<file path="config.mk">
export PLATFORM = sky130hd
export DESIGN_NAME = count_sequencer
export DESIGN_NICKNAME = d
export VERILOG_FILES = /design/src/rtl/count_sequencer.sv
export SDC_FILE = /design/constraint.sdc
export NUM_CORES = 1
export LEC_CHECK = 0
export BUFFER_PORTS_ARGS = -buffer_cell sky130_fd_sc_hd__buf_2
export CAP_MARGIN = 5
export CORE_ASPECT_RATIO = 1.5
export CORE_MARGIN = 2
export CORE_UTILIZATION = 55
export CTS_CLUSTER_DIAMETER = 60
export DETAILED_ROUTE_END_ITERATION = 8
export PLACE_DENSITY = 0.82
export SLEW_MARGIN = 20
export SYNTH_ARGS = -nofsm -noshare
export SYNTH_HDL_FRONTEND = slang
export SYNTH_SLANG_ARGS = --single-unit
</file>
<file path="constraint.sdc">
create_clock -name clk -period 4.62 [get_ports clk]
set_input_delay 1.155 -clock clk [delete_from_list [all_inputs] [get_ports clk]]
set_output_delay 1.155 -clock clk [all_outputs]
set_load 0.01 [all_outputs]
</file>
<file path="src/rtl/count_sequencer.sv">
// count_sequencer: drives the display counter through repeated up/down
// sweeps between latched bounds. A lap runs lower -> upper in step_up
// increments, then back to lower in step_down decrements. Laps repeat
// for a latched count, or forever when that count is zero.
module count_sequencer #(
  parameter int WIDTH = 10
) (
  input  logic             clk,
  input  logic             rst,
  input  logic             start,
  input  logic             stop,
  input  logic             pause,
  input  logic [WIDTH-1:0] lower,
  input  logic [WIDTH-1:0] upper,
  input  logic [3:0]       step_up,
  input  logic [3:0]       step_down,
  input  logic [3:0]       laps,
  output logic [WIDTH-1:0] out,
  output logic             dir,
  output logic             busy,
  output logic             done,
  output logic             err,
  output logic [3:0]       rounds
);

  localparam logic [1:0] ST_IDLE = 2'd0;
  localparam logic [1:0] ST_UP   = 2'd1;
  localparam logic [1:0] ST_DOWN = 2'd2;

  // Lap counter increment that sticks at its maximum value.
  function automatic logic [3:0] sat_inc4(input logic [3:0] val);
    if (val == 4'd15) begin
      sat_inc4 = 4'd15;
    end else begin
      sat_inc4 = val + 4'd1;
    end
  endfunction

  logic [1:0]       state_r;
  logic [WIDTH-1:0] out_r;
  logic             dir_r;
  logic             busy_r;
  logic             done_r;
  logic             err_r;
  logic [3:0]       rounds_r;
  logic [WIDTH-1:0] lower_r;
  logic [WIDTH-1:0] upper_r;
  logic [3:0]       step_up_r;
  logic [3:0]       step_down_r;
  logic [3:0]       laps_r;

  logic [1:0]       state_nxt_s;
  logic [WIDTH-1:0] out_nxt_s;
  logic [3:0]       rounds_nxt_s;
  logic             done_nxt_s;
  logic             err_nxt_s;
  logic             latch_s;
  logic             reject_s;
  logic [WIDTH:0]   sum_s;
  logic [WIDTH:0]   diff_s;
  logic             lap_end_s;
  logic [3:0]       rounds_inc_s;

  // Step arithmetic one bit wider than the counter so neither direction
  // can wrap; the extra bit of diff_s is the borrow.
  assign sum_s        = {1'b0, out_r} + {{(WIDTH-3){1'b0}}, step_up_r};
  assign diff_s       = {1'b0, out_r} - {{(WIDTH-3){1'b0}}, step_down_r};
  assign lap_end_s    = diff_s[WIDTH] || (diff_s[WIDTH-1:0] <= lower_r);
  assign rounds_inc_s = sat_inc4(rounds_r);
  assign reject_s     = (upper <= lower) || (step_up == 4'd0) || (step_down == 4'd0);

  // Next-state and datapath decisions; stop outranks pause, pause outranks stepping.
  always_comb begin
    state_nxt_s  = state_r;
    out_nxt_s    = out_r;
    rounds_nxt_s = rounds_r;
    done_nxt_s   = 1'b0;
    err_nxt_s    = 1'b0;
    latch_s      = 1'b0;
    case (state_r)
      ST_IDLE: begin
        if (start) begin
          if (reject_s) begin
            err_nxt_s = 1'b1;
          end else begin
            latch_s      = 1'b1;
            out_nxt_s    = lower;
            rounds_nxt_s = 4'd0;
            state_nxt_s  = ST_UP;
          end
        end else begin
          state_nxt_s = ST_IDLE;
        end
      end
      ST_UP: begin
        if (stop) begin
          state_nxt_s = ST_IDLE;
        end else if (pause) begin
          state_nxt_s = ST_UP;
        end else if (sum_s >= {1'b0, upper_r}) begin
          out_nxt_s   = upper_r;
          state_nxt_s = ST_DOWN;
        end else begin
          out_nxt_s = sum_s[WIDTH-1:0];
        end
      end
      ST_DOWN: begin
        if (stop) begin
          state_nxt_s = ST_IDLE;
        end else if (pause) begin
          state_nxt_s = ST_DOWN;
        end else if (lap_end_s) begin
          out_nxt_s    = lower_r;
          rounds_nxt_s = rounds_inc_s;
          if ((laps_r != 4'd0) && (rounds_inc_s == laps_r)) begin
            state_nxt_s = ST_IDLE;
            done_nxt_s  = 1'b1;
          end else begin
            state_nxt_s = ST_UP;
          end
        end else begin
          out_nxt_s = diff_s[WIDTH-1:0];
        end
      end
      default: begin
        state_nxt_s = ST_IDLE;
      end
    endcase
  end

  // Control and output registers; dir/busy are registered from the next state
  // so they change on the same edge as the state itself.
  always_ff @(posedge clk or negedge rst) begin
    if (!rst) begin
      state_r  <= ST_IDLE;
      out_r    <= {WIDTH{1'b0}};
      dir_r    <= 1'b0;
      busy_r   <= 1'b0;
      done_r   <= 1'b0;
      err_r    <= 1'b0;
      rounds_r <= 4'd0;
    end else begin
      state_r  <= state_nxt_s;
      out_r    <= out_nxt_s;
      dir_r    <= (state_nxt_s == ST_UP);
      busy_r   <= (state_nxt_s == ST_UP) || (state_nxt_s == ST_DOWN);
      done_r   <= done_nxt_s;
      err_r    <= err_nxt_s;
      rounds_r <= rounds_nxt_s;
    end
  end

  // Sweep configuration captured only on an accepted start.
  always_ff @(posedge clk or negedge rst) begin
    if (!rst) begin
      lower_r     <= {WIDTH{1'b0}};
      upper_r     <= {WIDTH{1'b0}};
      step_up_r   <= 4'd0;
      step_down_r <= 4'd0;
      laps_r      <= 4'd0;
    end else if (latch_s) begin
      lower_r     <= lower;
      upper_r     <= upper;
      step_up_r   <= step_up;
      step_down_r <= step_down;
      laps_r      <= laps;
    end else begin
      lower_r     <= lower_r;
      upper_r     <= upper_r;
      step_up_r   <= step_up_r;
      step_down_r <= step_down_r;
      laps_r      <= laps_r;
    end
  end

  assign out    = out_r;
  assign dir    = dir_r;
  assign busy   = busy_r;
  assign done   = done_r;
  assign err    = err_r;
  assign rounds = rounds_r;

endmodule

</file>
==> impl_metrics.yaml, run 1 <==
floorplanning:
  coreArea_mm2: 0.00727
  row_count: 38
  vertical_die_dimension_um: 110
  die_x_um: 74.8
  io-pin-count: 55
  floorplan.initialDensity_pct: 56.9
  total_die_area_mm2: 0.00825
sta:
  final_max_slew_viol_count: 0
  timing.hold.ws_ps: 492
  max-slew-margin-rel_pct: 44.9
  fin_skew_ps: 6.85
  timing.final.crit_share_pct: 89.8
  setup_violations: 0
  totalNegativeSetupSlack_ps: 0
  tightest_slew_ps: 826
  post-route-worst-setup-slack_ps: 472
  rsz0062_at_grt: "no"
  min_period_ps: 4150
  finalHoldViolCount: 0
  max_freq_mhz: 241
finish:
  antenna-diode-count: 0
  areaGrowthSynthToFinish_pct: 9.82
  final_cell_count_no_fill: 588
  drive_above_1_share_pct: 23.0
  finish.net_count: 571
  layout_commonest_cell: "sky130_fd_sc_hd__buf_2"
  mostFrequentLayoutCells: "sky130_fd_sc_hd__buf_2, sky130_fd_sc_hd__dfrtp_1, sky130_fd_sc_hd__inv_1"
global_route:
  overflow: 0
  pin_count_of_the_biggest_net_entering_global_routing: 39
  first_global_vias: 3636
  gr-usage-all-layers_pct: 26.4
  grt_first_pass_wirelength_um: 16600
  antenna_found_initial: 0
worst_setup_path:
  r2r_slack_ps: 470
  critical_path.slowest_cell: "sky130_fd_sc_hd__dfrtp_1"
  r2r_end: "busy"
  cpMostUsedCell: "sky130_fd_sc_hd__ha_1"
  required_ps: 4880
  critical_path.startpoint_type: "register"
  timing.rr.start: "out[0]"
  crit_arrival_ps: 4410
  worstSetupPathType: "register to register"
  critical_path.top_delay_family: "compound AO/OA/AOI/OAI gates"
  worstSetupEndpointType: "register"
  worst-r2r-cell-count: 18
  critical_path_peak_fanout: 12
  timing.critical_path.buf_inv: 3
  max_stage_delay_ps: 410
  critical_path.cell_chain: "ha_1 > inv_1 > fa_1 > nand2b_1 > a21oi_1 > nand3_1 > xnor2_1 > ha_1 > a21oi_1 > o21ai_0 > o21bai_1 > a41oi_2 > buf_4 > and3b_1 > o21ai_0 > a41oi_1 > ha_1 > inv_1"
route:
  detailedRoute.firstPassIterationCount: 5
  post_drt_via_cell_ratio: 5.83
  drt-total-wl_um: 10100
  drtAntennaViolNets: 0
  dr.first_iter.drc_count: 149
  routedWlPerCell_um: 17.1
  vias: 3428
  post-route-drc-count: 0
worst_hold_path:
  hp-start: "lower_r[2]"
  worst_hold_path_endpoint: "lower_r[2]"
  hold-path-cell-count: 2
  min-delay-path-class: "register to register"
synthesis:
  ys_seq_area_share_pct: 31.4
  synth_area_leaders: "sky130_fd_sc_hd__dfrtp_1, sky130_fd_sc_hd__ha_1, sky130_fd_sc_hd__mux2_2, sky130_fd_sc_hd__inv_1, sky130_fd_sc_hd__nand2_1"
  post-synth-top-area-fraction_pct: 31.4
  synth-async-reset-ratio_pct: 100
  number_of_storage_elements_in_the_synthesis_netlist: 52
  synth_warnings: 0
  synth-edff-count: 0
  postSynthCellCount: 438
  synthesis.area_per_instance_um2: 9.45
  synth_cell_type_count: 66
  ys_dominant_reg_cell: "sky130_fd_sc_hd__dfrtp_1"
  post_synth_instance_area_mm2: 0.00414
  synth_fp_nets: 522
  synth_top_cell_by_area: "sky130_fd_sc_hd__dfrtp_1"
clocking:
  worst_skew_pair.late_latency_ps: 320
  clock_tree_from_tritoncts: "yes"
  cts_setup_buffers: 0
  post_cts.resized_instances: 0
  h-tree-depth: 2
  ctsLongestPathBuffers: 2
  holdBufCountCts: 0
  clock-sinks: 52
  clk_pin_slew_worst_paths_ps: 90
  cts-root-buf: "sky130_fd_sc_hd__clkbuf_8"
  cts_made_buffers: 5
pwr:
  worst_ir_drop_vdd_mv: 0.456
  static-leakage-power_nw: 2.26
  power.density_mw_per_mm2: 871
run_status:
  status: "finished, final reports clean"
job:
  drv_cap: 0
place:
  port_buffers: 54
  gpl.final_weighted_congestion: 0.924
  post_place_cells: 580
  post-place-ws_ps: 556
  detailed_place_hpwl_um: 8100
## how the worst max path moves through the flow
stage / from / to / depth (start not counted)
after floorplan: out[0] / busy / 18
after global placement: out[0] / busy / 18
after detailed placement: out[0] / busy / 18
after CTS: out[0] / busy / 18
after global routing: out[0] / busy / 18
final: out[0] / busy / 18
## worst min-delay path, cell delays in order (launching register included)
cell and delay, ps:
sky130_fd_sc_hd__dfrtp_1 350, sky130_fd_sc_hd__nand2_1 50, sky130_fd_sc_hd__o21ai_0 60
## flip-flops by register name, indices dropped and copies added (netlist names)
name         flops
busy             1
state_r          2
rounds           4
done             1
step_down_r      4
step_up_r        4
err              1
dir              1
upper_r         10
out             10
lower_r         10
laps_r           4
## power by group
| group | internal (mW) | leakage (nW) | switching [mW] |
|---|---|---|---|
| clock network | 0.123 | 0.0455 | 0.152 |
| logic | 1.21 | 1.57 | 1.59 |
| registers | 0.660 | 0.641 | 0.225 |
| total | 1.99 | 2.26 | 1.97 |
## cells by family after synthesis
logic type	share of synthesized area, %
AND/OR/NAND/NOR	13.4
AO/OA/AOI/OAI	18.8
buffers and inverters	7.07
flip-flops	31.4
adder cells (fa/ha/maj)	14.6
multiplexers	11.1
XOR/XNOR	3.60
## layer usage
| layer | track usage [%] | vias up | routed length, um |
|---|---|---|---|
| li1 | - | 1657 | - |
| met1 | 29.5 | 1635 | 3820 |
| met2 | 48.1 | 103 | 5380 |
| met3 | 3.18 | 33 | 384 |
| met4 | 13.1 | 0 | 465 |
| met5 | 0 | - | 0 |
## through the flow
stage | instance area [um2] | total power, mW | util [%]
2_1_floorplan | 4140 | 3.07 | -
3_3_place_gp | 4460 | 3.58 | 61.2
3_5_place_dp | 4460 | 3.66 | 61.2
4_1_cts | 4550 | 3.95 | 62.5
5_1_grt | 4550 | 4.32 | 62.5
6_report | 4550 | 3.96 | 62.5
## area by class of cell
cell class              instances  area [um2]
fillers                       625        2730
multi-input cells             321        2540
flip-flops and latches         52        1300
repair buffers                 58         300
inverters                      49         184
well taps                     100         125
clock buffers                   8        90.1
## Yosys cell counts (4+ instances only)
| cell type | instances |
|---|---|
| sky130_fd_sc_hd__nand3_1 | 13 |
| sky130_fd_sc_hd__mux2_2 | 31 |
| sky130_fd_sc_hd__a21o_1 | 9 |
| sky130_fd_sc_hd__nand2b_1 | 6 |
| sky130_fd_sc_hd__inv_1 | 49 |
| sky130_fd_sc_hd__xnor2_1 | 7 |
| sky130_fd_sc_hd__clkbuf_1 | 4 |
| sky130_fd_sc_hd__xor2_1 | 10 |
| sky130_fd_sc_hd__nand2_1 | 40 |
| sky130_fd_sc_hd__buf_4 | 6 |
| sky130_fd_sc_hd__a21oi_1 | 20 |
| sky130_fd_sc_hd__nor2_1 | 23 |
| sky130_fd_sc_hd__o31ai_1 | 7 |
| sky130_fd_sc_hd__ha_1 | 45 |
| sky130_fd_sc_hd__mux2i_1 | 7 |
| sky130_fd_sc_hd__a211oi_1 | 7 |
| sky130_fd_sc_hd__o21ai_0 | 21 |
| sky130_fd_sc_hd__dfrtp_1 | 52 |
(Power assumes the default switching activity.)
==> run 2: changes to the inputs <==
- ABC_AREA: unset -> 1
- CAP_MARGIN: 5 -> unset
- PLACE_DENSITY: 0.82 -> 0.81
==> impl_metrics.yaml, run 2 <==
clocking:
  worst_skew_pair.late_latency_ps: 300
  clock_tree_from_tritoncts: "yes"
  post_cts.resized_instances: 0
  cts-root-buf: "sky130_fd_sc_hd__clkbuf_16"
  h-tree-depth: 2
  clock-sinks: 52
  cts_setup_buffers: 0
  cts_made_buffers: 5
  ctsLongestPathBuffers: 2
  holdBufCountCts: 0
  clk_pin_slew_worst_paths_ps: 70
global_route:
  antenna_found_initial: 0
  pin_count_of_the_biggest_net_entering_global_routing: 63
  first_global_vias: 4245
  overflow: 0
  gr-usage-all-layers_pct: 28.0
  grt_first_pass_wirelength_um: 19300
floorplanning:
  vertical_die_dimension_um: 113
  die_x_um: 76.7
  floorplan.initialDensity_pct: 56.9
  io-pin-count: 55
  row_count: 39
  coreArea_mm2: 0.00766
  total_die_area_mm2: 0.00866
job:
  drv_cap: 0
pwr:
  worst_ir_drop_vdd_mv: 0.399
  power.density_mw_per_mm2: 775
  overall_power_mw: 3.71
  static-leakage-power_nw: 2.73
place:
  post_place_cells: 772
  port_buffers: 54
  gpl.final_weighted_congestion: 0.973
  detailed_place_hpwl_um: 8900
synthesis:
  synth-compound-area-share_pct: 9.34
  synth-edff-count: 0
  synth-async-reset-ratio_pct: 100
  yosys-mux-area-fraction_pct: 0
  number_of_storage_elements_in_the_synthesis_netlist: 52
  ys_seq_area_share_pct: 29.9
  post_synth_xor_area_fraction_pct: 1.41
  synthesis.area_per_instance_um2: 6.89
  ys_top_cells_by_count: "sky130_fd_sc_hd__nand2_1, sky130_fd_sc_hd__inv_1, sky130_fd_sc_hd__nor2_1, sky130_fd_sc_hd__dfrtp_1, sky130_fd_sc_hd__nand3_1"
  synth_cell_type_count: 41
  synth-simple-area-share_pct: 33.2
  synth_top_cell_by_area: "sky130_fd_sc_hd__dfrtp_1"
  post_synth_instance_area_mm2: 0.00436
  ys_dominant_reg_cell: "sky130_fd_sc_hd__dfrtp_1"
  synth-adder-area-share_pct: 13.8
  largest_family_of_logic_cells_by_synthesized_area: "simple AND/OR/NAND/NOR gates"
  synth_fp_nets: 716
  synth_most_common_cell: "sky130_fd_sc_hd__nand2_1"
  post-synth-top-area-fraction_pct: 29.9
  synth_area_leaders: "sky130_fd_sc_hd__dfrtp_1, sky130_fd_sc_hd__nand2_1, sky130_fd_sc_hd__ha_1, sky130_fd_sc_hd__inv_1, sky130_fd_sc_hd__nand3_1"
  postSynthCellCount: 632
  synth_warnings: 0
sta:
  totalNegativeSetupSlack_ps: 0
  finalHoldViolCount: 0
  setup_violations: 0
  max-slew-margin-rel_pct: 34.2
  tightest_slew_ps: 984
  max_freq_mhz: 260
  timing.final.crit_share_pct: 83.3
  timing.hold.ws_ps: 490
  min_period_ps: 3850
  fin_skew_ps: 2.96
  final_max_slew_viol_count: 0
  rsz0062_at_grt: "no"
route:
  drtAntennaViolNets: 0
  vias: 4248
  post-route-drc-count: 0
  post_drt_via_cell_ratio: 5.45
  dr.first_iter.drc_count: 221
  detailedRoute.firstPassIterationCount: 7
  routedWlPerCell_um: 14.8
  drt-total-wl_um: 11500
worst_setup_path:
  cpMostUsedCell: "sky130_fd_sc_hd__nand2_1"
  critical_path.slowest_cell: "sky130_fd_sc_hd__dfrtp_1"
  timing.rr.start: "out[0]"
  critical_path.cell_chain: "ha_1 > inv_1 > fa_1 > o21ai_2 > nand2_1 > xor2_1 > inv_1 > ha_1 > nand2_1 > nor2_1 > nand2_1 > nand2_1 > nand2_1 > nand2_1 > nand2_1 > nand3_1 > nand2_1 > nand2_1 > nand2_1 > a21o_1 > ha_1 > inv_1"
  critical_path_peak_fanout: 13
  critical_path.startpoint_type: "register"
  r2r_slack_ps: 770
  crit_path_start: "out[0]"
  required_ps: 4820
  crit_arrival_ps: 4050
  worstSetupPathType: "register to register"
  worst-r2r-cell-count: 22
  r2r_end: "busy"
  worstSetupEndpointType: "register"
  max_stage_delay_ps: 420
worst_hold_path:
  hp-start: "step_down_r[1]"
  hold-path-cell-count: 2
  min-delay-path-class: "register to register"
  worst_hold_path_endpoint: "step_down_r[1]"
finish:
  areaGrowthSynthToFinish_pct: 9.82
  finish.net_count: 761
  mostFrequentLayoutCells: "sky130_fd_sc_hd__nand2_1, sky130_fd_sc_hd__inv_1, sky130_fd_sc_hd__nor2_1, sky130_fd_sc_hd__buf_2"
  antenna-diode-count: 0
  fill_cells: 727
  final_cell_count_no_fill: 780
  drive_above_1_share_pct: 13.0
  layout_commonest_cell: "sky130_fd_sc_hd__nand2_1"
run_status:
  status: "finished, final reports clean"
-- run 2: cell count changes in the layout (fill, tap and decap cells not counted), moves of 7 or more --
cell,before,now
sky130_fd_sc_hd__nand2_1,40,188
sky130_fd_sc_hd__inv_1,49,103
sky130_fd_sc_hd__nand3_1,13,52
sky130_fd_sc_hd__mux2_2,31,0
sky130_fd_sc_hd__nor2_1,23,54
sky130_fd_sc_hd__a21oi_1,20,33
sky130_fd_sc_hd__nand3_2,0,9
sky130_fd_sc_hd__a211oi_1,7,0
sky130_fd_sc_hd__mux2i_1,7,0
sky130_fd_sc_hd__o31ai_1,7,0
-- run 2: power breakdown --
group	internal [mW]	total (mW)	leakage (nW)	switching, mW
logic	0.875	2.48	2.02	1.61
clock network	0.216	0.389	0.0701	0.173
registers	0.647	0.836	0.638	0.188
-- run 2: area by class of cell --
cell class | instances | area [um2] | share of cell area [%]
multi-input combinational | 455 | 2520 | 52.6
clock buffer | 7 | 143 | 2.98
timing repair buffer | 56 | 285 | 5.96
sequential | 52 | 1300 | 27.2
inverter | 107 | 402 | 8.40
tap | 102 | 128 | 2.67
clock inverter | 1 | 7.51 | 0.157
-- run 2: how the worst max path moves through the flow --
stage	cells past startpoint	end	slack, ps
final	22	busy	770
after global routing	25	busy	430
after CTS	23	busy	830
after detailed placement	23	busy	840
after global placement	22	busy	990
after floorplan	26	busy	1380
-- run 2: metrics by stage --
stage                     util [%]  instance area (um2)  setup slack [ps]
after global routing          62.4                 4780               432
after detailed placement      60.5                 4630               839
after CTS                     62.4                 4780               827
after floorplan                  -                 4360              1380
final                         62.4                 4780               774
after global placement        60.5                 4630               985
-- run 2: cells by family (layout without fill, tap and decap cells) --
kind of cell,after synthesis,count (layout)
and+or+nand+nor,326,326
buffers and inverters,125,171
AOI/OAI and AO/OA,75,75
DFF,52,52
adders and majority gates,47,47
xor gates and xnor gates,7,7
-- run 2: critical path, delay by kind of cell, from the launching register on --
family / cells / cell delay (ps)
buf+inv: 3 / 170
fa+ha+maj: 4 / 1180
compound gates: 2 / 410
simple gates: 12 / 1330
xor+xnor: 1 / 220
flops: 1 / 420
-- run 2: routing by layer --
metal	routed length (um)	global-route usage, %	vias up
li1	-	-	2084
met1	4320	30.2	1928
met2	6020	51.5	182
met3	522	3.19	54
met4	685	17.9	0
met5	0	0	-
